File: src/rtl/serial_add_arbiter.sv
// serial_add_arbiter: two requesters share a single bit-serial full-adder
// slice. A round-robin arbiter picks a winner, whose operands are added
// LSB-first over WIDTH cycles through a registered carry. The result is
// presented with a one-cycle valid pulse.

// Gate-level full-adder cell; the only arithmetic element in the datapath.
module full_adder_cell (
    input  logic x,
    input  logic y,
    input  logic z,
    output logic s,
    output logic c
);
    assign s = x ^ y ^ z;
    assign c = ((x ^ y) & z) | (x & y);
endmodule

module serial_add_arbiter #(
    parameter int WIDTH = 8
) (
    input  logic             clk,
    input  logic             rst,
    input  logic             req0,
    input  logic [WIDTH-1:0] a0,
    input  logic [WIDTH-1:0] b0,
    input  logic             cin0,
    input  logic             req1,
    input  logic [WIDTH-1:0] a1,
    input  logic [WIDTH-1:0] b1,
    input  logic             cin1,
    output logic             gnt0,
    output logic             gnt1,
    output logic             busy,
    output logic             valid,
    output logic             owner,
    output logic [WIDTH-1:0] sum,
    output logic             cout
);
    localparam logic [1:0] IDLE = 2'd0;
    localparam logic [1:0] RUN  = 2'd1;
    localparam logic [1:0] DONE = 2'd2;

    localparam int CNT_W = (WIDTH > 1) ? $clog2(WIDTH) : 1;
    localparam logic [CNT_W-1:0] CNT_LAST = CNT_W'(WIDTH - 1);

    logic [1:0]       state;
    logic [WIDTH-1:0] a_sh;
    logic [WIDTH-1:0] b_sh;
    logic             carry;
    logic [WIDTH-1:0] result;
    logic [WIDTH-1:0] result_nxt;
    logic [CNT_W-1:0] cnt;
    logic             cur;
    logic             last;

    logic             take;
    logic             win;
    logic             last_bit;
    logic             fa_s;
    logic             fa_c;

    // Round-robin pick: a lone requester wins outright; on a tie the
    // requester that did not finish most recently wins.
    assign take     = req0 | req1;
    assign win      = req1 & (~req0 | ~last);
    assign last_bit = (cnt == CNT_LAST);
    assign busy     = (state != IDLE);

    // The new sum bit enters at the MSB so that after WIDTH shifts the
    // LSB-first stream sits in natural bit order.
    assign result_nxt = {fa_s, result[WIDTH-1:1]};

    full_adder_cell u_fa (
        .x (a_sh[0]),
        .y (b_sh[0]),
        .z (carry),
        .s (fa_s),
        .c (fa_c)
    );

    // Operand shifters, carry and partial result: load on capture, shift in RUN.
    always_ff @(posedge clk or posedge rst) begin
        if (rst) begin
            a_sh   <= '0;
            b_sh   <= '0;
            carry  <= 1'b0;
            result <= '0;
        end else begin
            case (state)
                IDLE: begin
                    if (take) begin
                        a_sh   <= win ? a1 : a0;
                        b_sh   <= win ? b1 : b0;
                        carry  <= win ? cin1 : cin0;
                        result <= '0;
                    end
                end
                RUN: begin
                    a_sh   <= a_sh >> 1;
                    b_sh   <= b_sh >> 1;
                    carry  <= fa_c;
                    result <= result_nxt;
                end
                default: ;
            endcase
        end
    end

    // Sequencer: arbitration, bit counter, grant/valid pulses and result outputs.
    always_ff @(posedge clk or posedge rst) begin
        if (rst) begin
            state <= IDLE;
            cnt   <= '0;
            cur   <= 1'b0;
            last  <= 1'b1;
            gnt0  <= 1'b0;
            gnt1  <= 1'b0;
            valid <= 1'b0;
            owner <= 1'b0;
            sum   <= '0;
            cout  <= 1'b0;
        end else begin
            gnt0  <= 1'b0;
            gnt1  <= 1'b0;
            valid <= 1'b0;
            case (state)
                IDLE: begin
                    if (take) begin
                        cur   <= win;
                        cnt   <= '0;
                        gnt0  <= ~win;
                        gnt1  <= win;
                        state <= RUN;
                    end
                end
                RUN: begin
                    cnt <= cnt + 1'b1;
                    if (last_bit) begin
                        sum   <= result_nxt;
                        cout  <= fa_c;
                        owner <= cur;
                        valid <= 1'b1;
                        last  <= cur;
                        state <= DONE;
                    end
                end
                DONE: begin
                    state <= IDLE;
                end
                default: begin
                    state <= IDLE;
                end
            endcase
        end
    end
endmodule

File: config.mk
export PLATFORM = sky130hd
export DESIGN_NAME = serial_add_arbiter
export DESIGN_NICKNAME = d
export VERILOG_FILES = /design/src/rtl/serial_add_arbiter.sv
export SDC_FILE = /design/constraint.sdc
export NUM_CORES = 1
export LEC_CHECK = 0
export ABC_AREA = 1
export CAP_MARGIN = 20
export CORE_ASPECT_RATIO = 0.6
export CORE_UTILIZATION = 30
export CTS_CLUSTER_SIZE = 14
export DETAILED_ROUTE_END_ITERATION = 10
export SYNTH_ARGS = -nofsm -noshare
export SYNTH_HDL_FRONTEND = slang
export SYNTH_SLANG_ARGS = --single-unit
File: constraint.sdc
create_clock -name clk -period 1.4 [get_ports clk]
set_input_delay 0.28 -clock clk [delete_from_list [all_inputs] [get_ports clk]]
set_output_delay 0.28 -clock clk [all_outputs]
set_load 0.05 [all_outputs]
# Word level (Yosys, flattened, before mapping)
# Cells that the tools add are included.
# Widths: inputs -> output; s select.
# op_classes
n_reduce_logical,7
eq_ne,4
add_sub_neg,1
muxes,22
n_bitwise,11
# ops
operator,count
$pmux 8 s2,3
$mux 8,5
$mux 1,8
$reduce_and 2->1,4
$pmux 3 s2,1
$mux 2,2
$ne 2x2->1 const B,2
$pmux 2 s2,1
$reduce_bool 2->1,2
$add 3x1->3 const B,1
$and 1x1->1,3
$eq 3x3->1 const B,1
$mux 3,1
$not 1->1,3
$or 1x1->1,3
$eq 2x1->1 const B,1
$logic_not 2->1,1
$pmux 1 s2,1
$xor 1x1->1,2
# word_totals
output_inout_bits,14
input_bits,38
wordCells,59
reg_bits,45

# Depth between registers and ports, before layout
# Gate-level depths: netlist of the first run.
# logic_depth
ltp_word,6
depth_mapped,7

# Cells and area by module
# A second synthesis of the first run with hierarchy kept.
# unflattened
cells_unflattened,271
hier_area_um2,2154.6
# by_module_without_submodules
module,seq_area_each_um2,cells_each,n_inst,area_each_um2
serial_add_arbiter,1102.3,270,1,2134.5
full_adder_cell,0.0,1,1,20.0

# Worst setup path before layout of the first run
# Ideal clock, no wire load.
# synth_path
kind,reg2reg
startpoint,register state[1]
endpoint,register a_sh[4]
path_buffers,1
path_stages_with_launch,7
arrival_time_ps,1179
slack_ps,153
cell_sequence,dfrtp_1 inv_1 nand2_2 nor2_8 buf_4 nand3_1 nand3_1
# synth_via
elab_chain_len,3
word_cells_on_any_way,6
# synth_lines
element,line_no,text
from (decl),46,logic [1:0] state;
from (signal assigned),112,state <= IDLE;
from (signal assigned),133,state <= RUN;
from (signal assigned),144,state <= DONE;
$eq 2x1->1 or $logic_not 2->1 (tied branches),89,case (state)
$reduce_bool 2->1 (no source line) or $ne 2x2->1 (tied branches),--,
$reduce_and 2->1 (no source line),--,
to (signal assigned),92,a_sh <= win ? a1 : a0;
to (signal assigned),99,a_sh <= a_sh >> 1;
to (decl),47,logic [WIDTH-1:0] a_sh;
# Several ways; a longest one is shown, not always the timed one.
# A chain may end at the register's enable or synchronous reset.

# Worst setup path after layout of the first run
# layout_path
startpoint,register state[0]
endpoint,output port busy
# layout_via
elab_chain_len,1
# layout_lines
element,line_no,text
$reduce_bool 2->1,67,assign busy = (state != IDLE);
to (decl),33,"output logic busy,"
# No other way between the ends.

==> results of run 1 <==
worst paths after layout:
path	to	slack, ns	cells after the start	from
setup / recovery	busy	0.06	3	state[0]$_DFFE_PP0P_
hold / removal	sum[2]$_DFFE_PP0P_	0.34	3	rst
setup reg to reg	sum[1]$_DFFE_PP0P_	0.12	6	cnt[0]$_DFFE_PP0P_
hold reg to reg	cnt[0]$_DFFE_PP0P_	0.49	1	cnt[0]$_DFFE_PP0P_
max in group asynchronous	last$_DFFE_PP1P_	0.79	3	rst
min in group clk	cnt[0]$_DFFE_PP0P_	0.49	1	cnt[0]$_DFFE_PP0P_
per-layer routing:
metal  vias up  GRT usage  wire length, um
met2        46      0.218             2180
li1        961          -                -
met3         0     0.0390              298
met4         0     0.0400                0
met1       858      0.222             2740
met5         -          0                0
layout make-up:
| class | instances | area share |
|---|---|---|
| Tap cell | 87 | 0.0342 |
| Clock inverter | 2 | 0.00314 |
| Sequential cell | 44 | 0.346 |
| Multi-Input combinational cell | 166 | 0.258 |
| Inverter | 47 | 0.0554 |
| Clock buffer | 6 | 0.0436 |
| Timing Repair Buffer | 66 | 0.259 |
metrics by stage:
stage	instance area, sq um	TNS [ns]
3_3_place_gp	3020	-4.31
2_1_floorplan	2180	0
6_report	3180	0
4_1_cts	3170	0
3_5_place_dp	3020	-4.66
5_1_grt	3180	0
state kept, by name, summed over array words and instances, names as in the netlist, 2 cells and up:
signal / flops
a_sh: 8
b_sh: 8
sum: 8
result: 7
cnt: 3
state: 2
cell usage after synthesis, drive strengths merged:
cell,number
ha,2
dfstp,1
inv,47
dfrtp,43
nor2,8
nand3,64
o21ai,18
fa,1
buf,14
nand2,71
a21oi,2
timing repair:
item                       CTS  global route
setup endpoints to repair    0            11
hold buffers                 0             0
gates resized for setup      0             4
kinds of logic (layout without fill, tap and decap cells):
kind of cell / after synthesis / count (layout) / synth area share
adder cells (fa/ha/maj): 3 / 3 / 0.0206
AO/OA/AOI/OAI: 20 / 20 / 0.0458
buffers and inverters: 61 / 121 / 0.127
AND/OR/NAND/NOR: 143 / 143 / 0.302
flip-flops: 44 / 44 / 0.505
critical path, delay by kind of cell (launching register included):
family / cells / cell delay (ns)
buffers and inverters: 2 / 0.27
DFF: 1 / 0.40
and+or+nand+nor: 1 / 0.10
report_power, final:
group	switching, mW	internal (mW)	total, mW
combinational	1.90	1.55	3.45
sequential	0.425	1.87	2.29
clock	0.460	0.703	1.16
==> results.yml, run 1 <==
sta:
  clock.fmax_ghz: 0.747
  timing.final.crit_share: 0.956
  hold_violations: 0
  hold-worst-slack_ns: 0.337
  drv_slew: 0
  relSlewSlack: 0.828
  skew_ns: 0.00580
  worst_pin_slew_ns: 0.256
  rsz0062_at_grt: "no"
  worst_slack_ns: 0.0621
  fin_crit_ns: 1.34
  setup_viol: 0
synthesis:
  synthTopCellsByArea: "dfrtp_1 (49%), nand3_1 (15%), nand2_1 (11%)"
  synth_seq_area_share: 0.505
  syn_nets: 312
  ys_types: 18
  yosysWarnings: 0
  synth_top_area_cell: "dfrtp_1"
  synth_seq_cells: 44
  syn_inst: 271
  syn_area_sq_mm: 0.00218
  synth_top_area_share: 0.493
  synth.avg_cell_area_sq_um: 8.06
floorplanning:
  io_pins: 52
  fp-row-count: 23
  die_area_sq_mm: 0.00764
  coreArea_sq_mm: 0.00685
  start_util: 0.319
  die_h_um: 68.1
  fp.dieW_um: 112
routing:
  finalWirelength_um: 5220
  wl_per_cell_um: 12.5
  drtAntennaViolNets: 0
  via_count: 1865
  drc: 3
  dr.pass1.iters: 7
  vias_per_cell: 4.46
  drt_iter0_drc: 101
placed_design:
  port-buffer-count: 51
  pre_cts_ws_ns: -0.203
  hpwl_um: 3910
  place_inst: 410
  place_congestion: 0.784
flow_run:
  maxCapViolCount: 0
clocking:
  cts_buffers: 5
  clkLatencyLatePin_ns: 0.28
  cts_root_buffer: "clkbuf_16"
  post_cts_buffers: 0
  cts_tree: "done"
  htreeDepth: 2
  clk_pin_slew_ns: 0.06
  cts_buffer_depth: 2
  clock-sinks: 44
layout:
  multi_input_area_sq_um: 821
  syn_to_final_growth_pct: 45.7
  final_cell_mix: "nand2_1 (65), nand3_1 (64), inv_1 (43), dfrtp_1 (43), clkdlybuf4s50_1 (37)"
  regArea_sq_mm: 0.00110
  utilization: 0.465
  drive_above_1_share: 0.154
  fill_cells: 676
  nNetsFinal: 371
  fin_cells: 418
  antenna_cells: 0
  final_common_cell: "nand2_1"
worst_hold_path:
  hold_path_class: "in -> async"
global_routing:
  grt_pass1_wl_um: 8960
  first_global_vias: 1877
  overflow: 0
  grt.total_usage: 0.151
  grt_max_degree: 45
  antenna_found_initial: 0
pwr:
  ir_drop_mv: 0.810
  p_leak_nw: 1.60
  p_per_area_mw_per_mm2: 2170
  finalPower_mw: 6.91
setup_path:
  crit_chain: "inv_2 > nand2_4 > buf_12"
  cp.required_ns: 1.12
  crit_path_start_kind: "flip-flop"
  crit_type: "reg -> out"
  arrival_ns: 1.06
  worstPathMaxFanout: 3
  critPathMaxStageDelay_ns: 0.40
  critPathSlowestCell: "dfrtp_1"
  crit_path_end_kind: "output pin"
run_status:
  violations: "DRC"
  status: "complete, but fails checks"
Note: power is estimated with default switching activity, not from simulation.
==> run 2: changes to the inputs <==
- REMOVE_ABC_BUFFERS: unset -> 1
==> run 2 against run 1 <==
Effect of this change:
- the run still ends with DRC left
- power down 2.2%
- register-to-register slack worse by 0.02 ns
- sequential share of layout area up 0.44 points
- global-route usage down 1.3 points
- critical endpoint unchanged
- largest cell class unchanged
- maximum frequency down 0.89%
==> results.yml, run 2 (same netlist as run 1, synthesis figures left out) <==
routing:
  dr.pass1.iters: 7
  via_count: 1830
  drt_iter0_drc: 103
  drtAntennaViolNets: 0
  drc: 3
  vias_per_cell: 4.41
  finalWirelength_um: 4830
  wl_per_cell_um: 11.6
sta:
  timing.final.crit_share: 0.964
  hold_violations: 0
  clock.fmax_ghz: 0.741
  skew_ns: 0.00471
  hold-worst-slack_ns: 0.341
  setup_viol: 0
  worst_pin_slew_ns: 0.253
  drv_slew: 0
  relSlewSlack: 0.831
  fin_crit_ns: 1.35
  fin_tns_setup_ns: 0
  worst_slack_ns: 0.0500
layout:
  fill_cells: 690
  syn_to_final_growth_pct: 43.9
  antenna_cells: 0
  final_area_sq_mm: 0.00314
  nNetsFinal: 368
  fin_cells: 415
  final_common_cell: "nand2_1"
  multi_input_area_sq_um: 816
  top_regs: "a_sh: 8 flops, b_sh: 8 flops, sum: 8 flops"
  final_cell_mix: "nand2_1 (66), nand3_1 (64), inv_1 (43), dfrtp_1 (43), clkdlybuf4s50_1 (37)"
  drive_above_1_share: 0.143
  utilization: 0.459
  regArea_sq_mm: 0.00110
global_routing:
  grtUsageMet2: 0.207
  grt.total_usage: 0.138
  globalRouteMet3Util: 0.0416
  top_usage_layer: "met2"
  first_global_vias: 1720
  grt_max_degree: 45
  grt.met1_usage: 0.193
  overflow: 0
  antenna_found_initial: 0
  grt_pass1_wl_um: 8160
clocking:
  clk_pin_slew_ns: 0.06
  htreeDepth: 2
  post_cts_buffers: 0
  clkLatencyLatePin_ns: 0.28
  clock-sinks: 44
  cts_buffer_depth: 2
  cts_tree: "done"
  cts_buffers: 5
  cts_root_buffer: "clkbuf_16"
floorplanning:
  fp.dieW_um: 112
  io_pins: 52
  die_h_um: 68.1
  start_util: 0.319
  fp-row-count: 23
  die_area_sq_mm: 0.00764
  coreArea_sq_mm: 0.00685
placed_design:
  dpl_cell_area_sq_mm: 0.00298
  port-buffer-count: 51
  hpwl_um: 3520
  place_congestion: 0.746
  pre_cts_ws_ns: -0.134
  place_inst: 407
worst_hold_path:
  hold_path_class: "in -> async"
setup_path:
  path_buf_inv: 2
  critPathSlowestCell: "dfrtp_1"
  crit_family: "flip-flops"
  arrival_ns: 1.07
  critPathMaxStageDelay_ns: 0.42
  reg2reg_depth: 6
  cp.required_ns: 1.12
  crit_path_end_kind: "output pin"
  crit_chain: "inv_1 > nand2_4 > buf_12"
  crit_path_start_kind: "flip-flop"
  worst-path-stages: 3
  crit_type: "reg -> out"
  worstPathMaxFanout: 3
pwr:
  ir_drop_mv: 0.885
  combPwrFrac: 0.492
  p_leak_nw: 1.59
  finalPower_mw: 6.76
  p_switching_mw: 2.72
  power.share.switching: 0.402
  p_int_mw: 4.04
  p_clk_frac: 0.172
  p_per_area_mw_per_mm2: 2150
  p_seq_frac: 0.335
run_status:
  violations: "DRC"
  status: "complete, but fails checks"
flow_run:
  maxCapViolCount: 0
run 2: cell count changes in the layout (fill, tap and decap cells not counted), sizes merged:
cell | previous run | this run
clkinv | 3 | 2
inv | 46 | 47
buf | 29 | 26
run 2: layer usage:
metal | up-vias | routed length [um]
met1 | 835 | 2490
met2 | 36 | 2060
met5 | - | 0
li1 | 955 | -
met3 | 4 | 244
met4 | 0 | 42
run 2: worst min-delay path, cell delays in order:
cell and delay (ns):
clkdlybuf4s50_1 0.41, inv_2 0.07, buf_12 0.23
run 2: power groups by stage:
stage	Sequential (mW)	Combinational [mW]	Clock, mW
floorplan	2.66	1.41	0
global placement	2.27	3.26	0
detailed placement	2.29	3.33	0
CTS	2.28	3.35	1.20
global route	2.34	3.64	1.26
finish	2.27	3.33	1.17
run 2: worst paths after layout:
| check | slack (ns) | start | end |
|---|---|---|---|
| min in group clk | 0.48 | last$_DFFE_PP1P_ | last$_DFFE_PP1P_ |
| worst min-delay path | 0.34 | rst | sum[3]$_DFFE_PP0P_ |
| worst min register to register | 0.48 | last$_DFFE_PP1P_ | last$_DFFE_PP1P_ |
| worst max-delay path | 0.05 | state[1]$_DFFE_PP0P_ | busy |
| worst max register to register | 0.10 | cnt[0]$_DFFE_PP0P_ | sum[1]$_DFFE_PP0P_ |
| max in group asynchronous | 0.78 | rst | last$_DFFE_PP1P_ |
run 2: repair_timing:
item / 4_1_cts / 5_1_grt
endpoints found under the setup margin: 0 / 6
hold buffers: 0 / 0
gates resized for setup: 0 / 2
run 2: final cells by class:
type | instances | area share
Timing Repair Buffer | 63 | 0.252
Multi-Input combinational cell | 166 | 0.260
Sequential cell | 44 | 0.351
Inverter | 47 | 0.0561
Tap cell | 87 | 0.0346
Clock buffer | 6 | 0.0442
Clock inverter | 2 | 0.00318
==> run 3: changes to the inputs <==
- RECOVER_POWER: unset -> 50
==> run 3 against run 2 <==
Effect of this change:
- the flow still finishes with violations (DRC)
- cell count is the same
- global-route usage did not move
- first-iteration DRC count is 1.9% lower
- hold slack gained 0.13 ns
- non-clock buffer count stayed put
- clock skew about the same
- highest routed layer unchanged
==> results.yml, run 3 (same netlist as run 1, synthesis figures left out) <==
run_status:
  status: "complete, but fails checks"
  violations: "DRC"
layout:
  final_common_cell: "nand2_1"
  fill_cells: 699
  top_regs: "a_sh: 8 flops, b_sh: 8 flops, sum: 8 flops"
  utilization: 0.448
  antenna_cells: 0
  nNetsFinal: 368
  drive_above_1_share: 0.140
  fin_cells: 415
  syn_to_final_growth_pct: 40.5
  final_cell_mix: "nand2_1 (66), nand3_1 (64), inv_1 (43), dfrtp_1 (43), clkdlybuf4s50_1 (36)"
clocking:
  clk_pin_slew_ns: 0.06
  clkLatencyLatePin_ns: 0.28
  cts_buffer_depth: 2
  clock-sinks: 44
  cts_hold_buffers: 0
  htreeDepth: 2
  cts_root_buffer: "clkbuf_16"
  cts_tree: "done"
  cts_buffers: 5
pwr:
  ir_drop_mv: 0.874
  p_leak_nw: 1.56
  p_per_area_mw_per_mm2: 2160
setup_path:
  r2r-end: "sum[5]$_DFFE_PP0P_"
  cp.required_ns: 1.12
  crit_chain: "inv_1 > nand2_4 > buf_12"
  crit_path_start_kind: "flip-flop"
  critPathMaxStageDelay_ns: 0.42
  crit_type: "reg -> out"
  arrival_ns: 1.07
  crit_path_end_kind: "output pin"
  timing.rr.start: "cnt[0]$_DFFE_PP0P_"
  worstPathMaxFanout: 3
  reg2reg_depth: 6
  r2r_slack_ns: 0.09
  critPathSlowestCell: "dfrtp_1"
global_routing:
  grt_pass1_wl_um: 8160
  antenna_found_initial: 0
  grt.total_usage: 0.138
  overflow: 0
  first_global_vias: 1720
  grt_max_degree: 45
sta:
  hold_violations: 0
  clock.fmax_ghz: 0.740
  setup_viol: 0
  hold-worst-slack_ns: 0.475
  drv_slew: 0
  relSlewSlack: 0.604
  worst_pin_slew_ns: 0.594
  timing.final.crit_share: 0.965
  skew_ns: 0.00472
  fin_crit_ns: 1.35
placed_design:
  port-buffer-count: 51
  hpwl_um: 3520
  place_congestion: 0.746
  place_inst: 407
routing:
  drc: 3
  drt_iter0_drc: 101
  wl_per_cell_um: 11.6
  dr.pass1.iters: 7
  vias_per_cell: 4.42
  finalWirelength_um: 4820
  drtAntennaViolNets: 0
  via_count: 1836
floorplanning:
  start_util: 0.319
  die_h_um: 68.1
  die_area_sq_mm: 0.00764
  io_pins: 52
  coreArea_sq_mm: 0.00685
  fp.dieW_um: 112
  fp-row-count: 23
flow_run:
  maxCapViolCount: 0
worst_hold_path:
  hold_path_class: "reg -> reg"
  min-delay-start: "last$_DFFE_PP1P_"
  min_to: "last$_DFFE_PP1P_"
  hold_depth: 2
run 3: worst max-delay path by stage:
stage	from	endpoint	slack, ns	depth (start not counted)
3_5_place_dp	req0	result[5]$_DFFE_PP0P_	-0.13	6
5_1_grt	state[1]$_DFFE_PP0P_	busy	-0.01	3
2_1_floorplan	state[1]$_DFFE_PP0P_	result[1]$_DFFE_PP0P_	0.008	4
6_report	state[1]$_DFFE_PP0P_	busy	0.05	3
4_1_cts	state[1]$_DFFE_PP0P_	busy	0.02	3
3_3_place_gp	req0	b_sh[0]$_DFFE_PP0P_	-0.11	6
run 3: worst max-delay path, delay by kind of cell, from the launching register on:
| kind | cells | cell delay, ns |
|---|---|---|
| buf+inv | 2 | 0.28 |
| simple gates | 1 | 0.10 |
| flops | 1 | 0.42 |
run 3: per-layer routing:
layer | track usage | routed length [um]
met2 | 0.207 | 2050
met4 | 0.0350 | 42
met3 | 0.0416 | 273
met5 | 0 | 0
met1 | 0.193 | 2460
run 3: cell type report:
class	count	area, sq um	share of cell area
timing repair buffer	63	718	0.234
inverter	47	176	0.0575
clock buffer	6	139	0.0452
tap	87	109	0.0355
multi-input combinational	166	816	0.266
sequential	44	1100	0.359
clock inverter	2	10.0	0.00326
run 3: repair_timing:
action | in CTS | in global routing
resized for setup | 0 | 2
endpoints found under the setup margin | 0 | 6
buffers inserted | 0 | 0
run 3: report_power, final:
group | switching [mW] | total [mW] | leakage, nW | internal, mW
sequential | 0.382 | 2.25 | 0.550 | 1.87
combinational | 1.85 | 3.22 | 0.938 | 1.37
clock | 0.466 | 1.17 | 0.0766 | 0.703
total | 2.70 | 6.64 | 1.56 | 3.94
run 3: stage by stage:
stage               worst slack (ns)  TNS [ns]  area, sq um  power, mW
floorplan                    0.00810         0         2080       4.07
global placement              -0.108     -2.17         2980       5.54
detailed placement            -0.134     -2.48         2980       5.62
CTS                           0.0214         0         3130       6.82
global route                 -0.0109   -0.0109         3070       7.13
finish                        0.0491         0         3070       6.64
